--- src/rtl/stream_led_sched.sv ---
// Four-mode LED pattern scheduler for the 8-LED stream display.
// A debounced button press or an auto-advance after AUTO_STEPS ticks moves to the next mode.
module stream_led_sched #(
  parameter int DEBOUNCE_CYCLES = 20,
  parameter int AUTO_STEPS      = 16
) (
  input  logic                          clk,
  input  logic                          reset,
  input  logic                          tick,
  input  logic                          btn,
  input  logic                          auto_en,
  output logic [7:0]                    led_io,
  output logic [1:0]                    mode,
  output logic [$clog2(AUTO_STEPS)-1:0] step_cnt
);

  localparam int SW = $clog2(AUTO_STEPS);
  localparam int DW = $clog2(DEBOUNCE_CYCLES + 1);

  typedef enum logic [1:0] {
    MODE_ROL    = 2'd0,
    MODE_ROR    = 2'd1,
    MODE_BOUNCE = 2'd2,
    MODE_FILL   = 2'd3
  } mode_e;

  logic          sync1_q, sync2_q;
  logic          db_q, db_d, db_dly_q, press_q;
  logic [DW-1:0] dbc_q, dbc_d;
  mode_e         mode_q, mode_d;
  logic [7:0]    led_q, led_d;
  logic [SW-1:0] step_q, step_d;
  logic          dir_q, dir_d;      // 0 = moving left, 1 = moving right
  logic          phase_q, phase_d;  // 0 = fill, 1 = clear
  logic          last_step, advance;

  always_ff @(posedge clk) begin
    if (reset) begin
      sync1_q  <= 1'b0;
      sync2_q  <= 1'b0;
      db_q     <= 1'b0;
      db_dly_q <= 1'b0;
      press_q  <= 1'b0;
      dbc_q    <= '0;
      mode_q   <= MODE_ROL;
      led_q    <= 8'h01;
      step_q   <= '0;
      dir_q    <= 1'b0;
      phase_q  <= 1'b0;
    end else begin
      sync1_q  <= btn;
      sync2_q  <= sync1_q;
      db_q     <= db_d;
      db_dly_q <= db_q;
      press_q  <= db_q & ~db_dly_q;
      dbc_q    <= dbc_d;
      mode_q   <= mode_d;
      led_q    <= led_d;
      step_q   <= step_d;
      dir_q    <= dir_d;
      phase_q  <= phase_d;
    end
  end

  // The debounced level only flips after DEBOUNCE_CYCLES consecutive disagreeing samples.
  always_comb begin
    db_d  = db_q;
    dbc_d = '0;
    if (sync2_q != db_q) begin
      if (dbc_q == DW'(DEBOUNCE_CYCLES - 1)) begin
        db_d  = sync2_q;
        dbc_d = '0;
      end else begin
        dbc_d = dbc_q + DW'(1);
      end
    end
  end

  assign last_step = (step_q == SW'(AUTO_STEPS - 1));
  assign advance   = press_q | (tick & auto_en & last_step);

  always_comb begin
    mode_d  = mode_q;
    led_d   = led_q;
    step_d  = step_q;
    dir_d   = dir_q;
    phase_d = phase_q;
    if (advance) begin
      // A mode change discards any pattern step due in the same cycle.
      step_d  = '0;
      dir_d   = 1'b0;
      phase_d = 1'b0;
      case (mode_q)
        MODE_ROL:    begin mode_d = MODE_ROR;    led_d = 8'h80; end
        MODE_ROR:    begin mode_d = MODE_BOUNCE; led_d = 8'h01; end
        MODE_BOUNCE: begin mode_d = MODE_FILL;   led_d = 8'h00; end
        default:     begin mode_d = MODE_ROL;    led_d = 8'h01; end
      endcase
    end else if (tick) begin
      step_d = last_step ? '0 : step_q + SW'(1);
      case (mode_q)
        MODE_ROL: led_d = {led_q[6:0], led_q[7]};
        MODE_ROR: led_d = {led_q[0], led_q[7:1]};
        MODE_BOUNCE: begin
          if (!dir_q) begin
            led_d = {led_q[6:0], 1'b0};
            if (led_d == 8'h80) dir_d = 1'b1;
          end else begin
            led_d = {1'b0, led_q[7:1]};
            if (led_d == 8'h01) dir_d = 1'b0;
          end
        end
        default: begin
          if (!phase_q) begin
            led_d = {led_q[6:0], 1'b1};
            if (led_d == 8'hFF) phase_d = 1'b1;
          end else begin
            led_d = {led_q[6:0], 1'b0};
            if (led_d == 8'h00) phase_d = 1'b0;
          end
        end
      endcase
    end
  end

  assign led_io   = led_q;
  assign mode     = mode_q;
  assign step_cnt = step_q;

endmodule

--- config.mk ---
export PLATFORM = sky130hd
export DESIGN_NAME = stream_led_sched
export DESIGN_NICKNAME = d
export VERILOG_FILES = /design/src/rtl/stream_led_sched.sv
export SDC_FILE = /design/constraint.sdc
export NUM_CORES = 1
export LEC_CHECK = 0
export CORE_MARGIN = 10
export CORE_UTILIZATION = 45
export CTS_CLUSTER_DIAMETER = 30
export CTS_CLUSTER_SIZE = 16
export DETAILED_ROUTE_END_ITERATION = 16
export GPL_ROUTABILITY_DRIVEN = 0
export MAX_ROUTING_LAYER = met4
export PLACE_DENSITY = 0.68
export REMOVE_ABC_BUFFERS = 1
export SLEW_MARGIN = 5
export SYNTH_ARGS = -nofsm -noshare
export SYNTH_HDL_FRONTEND = slang
export SYNTH_SLANG_ARGS = --single-unit
--- constraint.sdc ---
create_clock -name clk -period 2.9 [get_ports clk]
set_input_delay 0.435 -clock clk [delete_from_list [all_inputs] [get_ports clk]]
set_output_delay 0.435 -clock clk [all_outputs]
set_load 0.01 [all_outputs]
### Yosys cells after proc, flatten, opt, wreduce, memory -nomap -nowiden

Index checks and enable logic that the tools add are counted.

| storage, ports and cells | value |
|---|---|
| bits in registers | 26 |
| input bits | 5 |
| output and inout bits | 14 |
| logic and storage cells | 51 |

| operators by class | value |
|---|---|
| add/subtract/negate cells | 2 |
| equality and inequality tests | 8 |
| mux-type cells | 14 |
| bitwise operators | 7 |
| reduce and logical (&&, ||, !) cells | 9 |

Operator list:

| cell | number |
|---|---|
| 8-bit two-way mux | 3 |
| 8-bit case mux with 3 select lines | 1 |
| 8-bit case mux with 2 select lines | 1 |
| 7-bit equality test (second input constant) | 2 |
| 7-bit by 1-bit equality test with 1-bit output (second input constant) | 1 |
| 7-bit zero test | 1 |
| 1-bit two-way mux | 7 |
| 2-bit case mux with 3 select lines | 1 |
| 2-bit AND reduction | 3 |
| 3-bit OR reduction | 2 |
| 5-bit by 1-bit adder with 5-bit output (second input constant) | 1 |
| 5-bit equality test (second input constant) | 1 |
| 4-bit by 1-bit adder with 4-bit output (second input constant) | 1 |
| 4-bit equality test (second input constant) | 1 |
| 4-bit two-way mux | 1 |
| 1-bit AND | 3 |
| 1-bit NOT | 3 |
| 2-bit by 1-bit equality test with 1-bit output (second input constant) | 1 |
| 2-bit equality test (second input constant) | 1 |
| 2-bit zero test | 1 |
| 2-bit nonzero test | 1 |
| 2-bit OR reduction | 1 |
| 1-bit != test | 1 |
| 1-bit OR | 1 |

### Logic depth before layout (Yosys ltp)

Gate-level depths: netlist (run 1).

| depth | value |
|---|---|
| depth in word-level cells | 4 |
| depth in mapped cells | 6 |
| gate-level depth less buffers | 6 |

### Least setup slack after synthesis (run 1)

Ideal clock, no wire load.

| timing | value |
|---|---|
| path kind | flip-flop to flip-flop |
| from | reg mode_q[0], in the netlist mode[0] |
| to | reg led_q[2], in the netlist led_io[2] |
| library setup time | 0.117 ns |
| data arrival time | 1.395 ns |
| setup slack | 1.388 ns |
| stages on the path, launching flop included | 7 |
| buffers on the path | 0 |
| period minus slack after synthesis | 1.512 ns |
| cells stage by stage | dfxtp_1 inv_1 ha_1 a21oi_1 nor2_1 a22o_1 a22o_1 |

| between the ends | value |
|---|---|
| cells in the longest elaborated chain, start to end | 4 |
| elaborated cells between the ends (all ways) | 6 |

Ends and longest elaborated chain:

| item | line | source |
|---|---|---|
| start: declaration | 30 | `mode_e mode_q, mode_d;` |
| start signal: assignment | 57 | `mode_q <= mode_d;` |
| 2-bit equality test (tied with other cells) | 101 | `case (mode_q)` |
| 8-bit case mux with 3 select lines (*) | 101 |  |
| 8-bit two-way mux (*) | 99 | `end else if (tick) begin` |
| 8-bit two-way mux (*) | 88 | `if (advance) begin` |
| end signal: assignment | 58 | `led_q <= led_d;` |
| end: declaration | 31 | `logic [7:0] led_q, led_d;` |

Mark *: on every way between the ends. The rest lies on a longest branch, timed or not. The select of a mux whose other input is x is not followed.
A chain may end at the register's enable or synchronous reset.

### Worst setup path in the final report (run 1)

| timing | value |
|---|---|
| from | reg led_q[1], in the netlist led_io[1] |
| to | out led_io[1] |

RTL lines:

| item | line | source |
|---|---|---|
| end: declaration | 12 | `output logic [7:0] led_io,` |

No word-level cell between the ends.

==> results.ini, run 1 <==
[status]
status=completed

[critical_path]
rr_worst_depth=6
cp_num_cells=1
crit_slowest_cell=clkdlybuf4s50_1
crit_required_ns=2.47
startpoint=led_io[1]$_SDFFE_PP0P_
cp.arrival_ns=1.43
rr_endpoint=led_io[2]$_SDFFE_PP0P_
crit_buf_inv=1
cp-end-kind=output pin
critPathMaxFanout=8
setup.worst_path.class=reg -> out
critPathLaunchType=flop
crit-reg2reg-launch=mode[0]$_SDFFE_PP0P_
cp_cell_sequence=clkdlybuf4s50_1
critPathTopFamily=buffers and inverters
cp_slowest_stage_delay_ns=0.60
r2r_slack_ns=1.28

[synthesis]
synthArstFlopShare_pct=0
ys_seq_area_share_pct=41.48
postSynthCellCount=130
yosysMostFrequentCell=dfxtp_1
synth_top_cell_area_share_pct=41.48
synth.top_cells.by_count=dfxtp_1 (26), nor2_1 (17), a22o_1 (12)
synth-seq-cells=26
synthesis.area_um2=1255
synth-warning-count=0
ys_types=36
synth_area_leader_cell=dfxtp_1
synth_edf_count=0
synth_area_per_cell_um2=9.653
netlist_top_cells_area=dfxtp_1 (41%), a22o_1 (8.4%), ha_1 (7.0%), nor2_1 (5.1%), a21oi_1 (3.6%)
ys.flop_type=dfxtp_1

[floorplanning]
initial_core_util_pct=46.31
die_w_um=72.81
die_h_um=72.81
io-pin-count=19
core-area_um2=2710
std_cell_rows=19
dieArea_um2=5301

[worst_hold_path]
min_delay_worst_endpoint=press_q$_SDFF_PP0_
hp-class=reg -> reg
hold_depth=1
min_from=db_dly_q$_SDFF_PP0_

[sta]
maxSlewViolCount=0
hold_viol=0
fin_crit_sh_pct=64.37
relSlewSlack_pct=70.44
min_period_ns=1.867
setup_slack_ns=1.033
setup_viol=0
fmax_ghz=0.5357
fin_setup_tns_ns=0
finClkSkew_ns=0.01062
rsz0062_at_grt=no
worst_pin_slew_ns=0.4417

[clocking]
numCtsBuffers=3
cts_resized=0
ctsRootBufferMaster=clkbuf_4
cts_hold_buf=0
insertion_delay_ns=0.33
clkTransAtPathRegs_ns=0.15
cts.sinks=26
cts_tree=done
htree_levels=1
clk_path_buf_depth=2
cts_setup_buffers=0

[final_layout]
stdcell_count=182
layout.nets=164
final.fill_count=255
diodes=0
fin_area_um2=1499
syn2layout_area_growth_pct=19.44
drive_gt1_share_pct=11.26

[global_route]
antenna_found_initial=0
grt_overflow=0
grt_usage_pct=10.62
grt_max_degree=15
grt_pass1_wl_mm=4.533
grt_pass1_vias=998

[detailed_routing]
ant_nets=0
drc=0
vias=1008
wl_per_cell_um=14.74
wl_mm=2.683
drtIter0Drc=134
vias_per_cell=5.538
drt-pass1-iter-count=4

[run]
maxCapViolations=0

[placement]
place_area_um2=1463
io_buffers=18
dpl.hpwl_mm=1.945
place_ws_ns=0.8859
dp.cells=178

[power_and_ir_drop]
p_per_area_nw_per_um2=416.9
peakVddDrop_mv=0.2419
leakage_nw=0.5576

per-layer routing:
metal  routed length (um)  track usage [%]  share of wire (%)  up-vias
met5                    0                -                  0        -
met4                   36            4.008                1.3        0
met3                   77            2.177                2.9        4
met2                 1258            17.82                 47       14
met1                 1310            12.09                 49      477
li1                     -                -                  -      513
worst max path at each step:
stage	to	slack [ns]
after floorplan	led_io[2]$_SDFFE_PP0P_	1.39
after global placement	led_io[2]$_SDFFE_PP0P_	0.92
after detailed placement	led_io[2]$_SDFFE_PP0P_	0.89
after CTS	led_io[1]	1.03
after global routing	led_io[6]	0.98
final	led_io[1]	1.03
cells by family (layout without fill, tap and decap cells):
family / after synthesis / in the layout / share of synthesized area (%)
fa+ha+maj: 7 / 7 / 6.979
flops: 26 / 26 / 41.48
buf+inv: 9 / 30 / 3.590
simple gates: 45 / 45 / 20.64
compound gates: 36 / 36 / 22.23
xor+xnor: 5 / 5 / 3.490
mux: 2 / 2 / 1.595
state kept, by name, indices dropped and copies added, names as in the netlist:
name / cells
step_cnt: 4
sync2_q: 1
sync1_q: 1
press_q: 1
db_dly_q: 1
dir_q: 1
led_io: 8
phase_q: 1
dbc_q: 5
db_q: 1
mode: 2
stage by stage:
step	hold slack (ns)	utilization (%)	power (mW)
2_1_floorplan	0.3674	-	0.4134
3_3_place_gp	0.3795	53.97	0.4436
3_5_place_dp	0.3822	53.97	0.4451
4_1_cts	0.3980	55.31	0.6278
5_1_grt	0.4135	55.31	0.6491
6_report	0.3959	55.31	0.6249
report_power, final:
| group | switching (mW) | leakage [nW] | internal (mW) |
|---|---|---|---|
| clock | 0.111 | 0.0210 | 0.0769 |
| sequential | 0.0122 | 0.211 | 0.366 |
| combinational | 0.0273 | 0.325 | 0.0323 |
layout by cell type (no fill, tap or decap), drive strengths merged:
cell type / count
a21oi: 10
a221oi: 1
a22o: 12
a22oi: 1
a311oi: 2
a31oi: 1
a41o: 1
a41oi: 1
and2: 1
and4: 1
and4bb: 1
buf: 1
clkbuf: 4
clkdlybuf4s50: 18
dfxtp: 26
ha: 7
inv: 7
mux2i: 2
nand2: 7
nand3: 2
nand4: 2
nor2: 18
nor2b: 6
nor4: 1
nor4b: 1
o211ai: 2
o21ai: 4
o41ai: 1
or2: 1
or3: 4
xnor2: 2
xor2: 3
layout make-up:
type / instances / area [um^2] / area share, %
Sequential cell: 26 / 520.5 / 34.72
Clock buffer: 4 / 36.28 / 2.421
Multi-Input combinational cell: 95 / 689.4 / 45.99
Timing Repair Buffer: 19 / 187.7 / 12.52
Inverter: 7 / 26.28 / 1.753
Tap cell: 31 / 38.79 / 2.588
(Power assumes the default switching activity.)
==> run 2, diff against run 1 <==
==> constraint.sdc (replaced) <==
create_clock -name clk -period 1.8 [get_ports clk]
set_input_delay 0.27 -clock clk [delete_from_list [all_inputs] [get_ports clk]]
set_output_delay 0.27 -clock clk [all_outputs]
set_load 0.01 [all_outputs]
==> results.ini, run 2 (synthesized netlist as in run 1, its figures left out) <==
[status]
status=completed

[detailed_routing]
wl_per_cell_um=14.39  ; -2.4%
wl_met1_mm=1.236  ; -5.6%
drt-pass1-iter-count=4  ; unchanged
wl_mm=2.634  ; -1.8%
wl_met3_um=73  ; -5.2%
vias_per_cell=5.656  ; +2.1%
drtIter0Drc=57  ; -57%
vias=1035  ; +2.7%
maxUsedRoutingLayer=met4
met2WireLength_mm=1.285  ; +2.1%
drc=0  ; unchanged
ant_nets=0  ; unchanged

[global_route]
grt_pass1_vias=1021  ; +2.3%
grt_pass1_wl_mm=4.512  ; -0.46%
grt_usage_pct=10.71  ; +0.085 points
grt_max_degree=16  ; +1
grt_overflow=0  ; unchanged
antenna_found_initial=0  ; unchanged

[placement]
io_buffers=18  ; unchanged
dp.cells=179  ; +0.56%
place_area_um2=1470  ; +0.51%
dpl.hpwl_mm=1.989  ; +2.2%
place_ws_ns=0.1805  ; -0.7053 ns

[critical_path]
crit_required_ns=1.53  ; -0.94 ns
critPathTopFamily=buffers and inverters
cp_cell_sequence=clkdlybuf4s50_1
crit_buf_inv=1  ; unchanged
critPathLaunchType=flop
cp.arrival_ns=1.45  ; +0.02 ns
crit_slowest_cell=clkdlybuf4s50_1
setup.worst_path.class=reg -> out
cp-end-kind=output pin
critPathMaxFanout=8  ; unchanged
cp_slowest_stage_delay_ns=0.60  ; about the same

[power_and_ir_drop]
fin_total_pwr_mw=1.113  ; +78%
p_per_area_nw_per_um2=730.3  ; +75%
leakage_nw=0.5699  ; +2.2%
peakVddDrop_mv=0.6033  ; +150%

[sta]
setup_viol=0  ; unchanged
fin_crit_sh_pct=95.34
rsz0062_at_grt=no
relSlewSlack_pct=72.03  ; +1.6 points
maxSlewViolCount=0  ; unchanged
finClkSkew_ns=0.01655  ; +0.005932 ns
fmax_ghz=0.5827
worst_pin_slew_ns=0.4181  ; -0.02363 ns
fin_setup_tns_ns=0  ; unchanged
hold_viol=0  ; unchanged
setup_slack_ns=0.08383  ; -0.9495 ns
whs_ns=0.3965  ; +0.0005800 ns
min_period_ns=1.716

[clocking]
numCtsBuffers=3  ; unchanged
clk_path_buf_depth=2  ; unchanged
cts.sinks=26  ; unchanged
cts_tree=done
insertion_delay_ns=0.33  ; about the same
htree_levels=1  ; unchanged
ctsRootBufferMaster=clkbuf_4
clkTransAtPathRegs_ns=0.15  ; about the same

[final_layout]
stdcell_count=183  ; +0.55%
multi_input_area_um2=689.4  ; unchanged
diodes=0  ; unchanged
final_cell_mix=dfxtp_1 (25), clkdlybuf4s50_1 (18), nor2_1 (17), a22o_1 (12), a21oi_1 (9)
drive_gt1_share_pct=12.50  ; +1.2 points
largest_register_ffs=8  ; unchanged
layout.cells.most_common=dfxtp_1
final.fill_count=252  ; -1.2%
final-seq-area_um2=521.8  ; +0.24%
syn2layout_area_growth_pct=21.44
fin_area_um2=1524  ; +1.7%
layout.nets=165  ; +0.61%
fin_util_pct=56.23  ; +0.92 points

[floorplanning]
die_w_um=72.81  ; unchanged
io-pin-count=19  ; unchanged
dieArea_um2=5301  ; unchanged
initial_core_util_pct=46.31  ; unchanged
core-area_um2=2710  ; unchanged
die_h_um=72.81  ; unchanged
std_cell_rows=19  ; unchanged

[worst_hold_path]
hp-class=reg -> reg

[run]
maxCapViolations=0  ; unchanged

[run 2: worst paths after layout]
| kind | slack [ns] | start | cells past startpoint | end |
|---|---|---|---|---|
| worst max-delay path | 0.08 | led_io[1]$_SDFFE_PP0P_ | 1 | led_io[1] |
| worst min-delay path | 0.40 | db_dly_q$_SDFF_PP0_ | 1 | press_q$_SDFF_PP0_ |
| worst max register to register | 0.21 | mode[0]$_SDFFE_PP0P_ | 6 | led_io[7]$_SDFFE_PP0P_ |
| worst min register to register | 0.40 | db_dly_q$_SDFF_PP0_ | 1 | press_q$_SDFF_PP0_ |
[run 2: power breakdown]
| part | switching, mW | internal (mW) | leakage [nW] |
|---|---|---|---|
| registers | 0.0197 | 0.589 | 0.212 |
| logic | 0.0439 | 0.0536 | 0.330 |
| clock network | 0.182 | 0.225 | 0.0279 |
[run 2: routing by layer]
metal  up-vias  track usage [%]
li1        514                -
met1       495            12.09
met2        22            17.82
met3         4            2.041
met4         0            4.852
met5         -                -
[run 2: area by class of cell]
cell class / instances / area share [%]
tap: 31 / 2.545
inverter: 7 / 1.724
clock inverter: 1 / 1.970
clock buffer: 3 / 1.478
timing repair buffer: 20 / 12.81
multi-input combinational: 95 / 45.24
sequential: 26 / 34.24
[run 2: repair_timing]
item,CTS,global route
setup endpoints to repair,0,1
hold buffers,0,0
resized for setup,0,1
buffers inserted,0,0
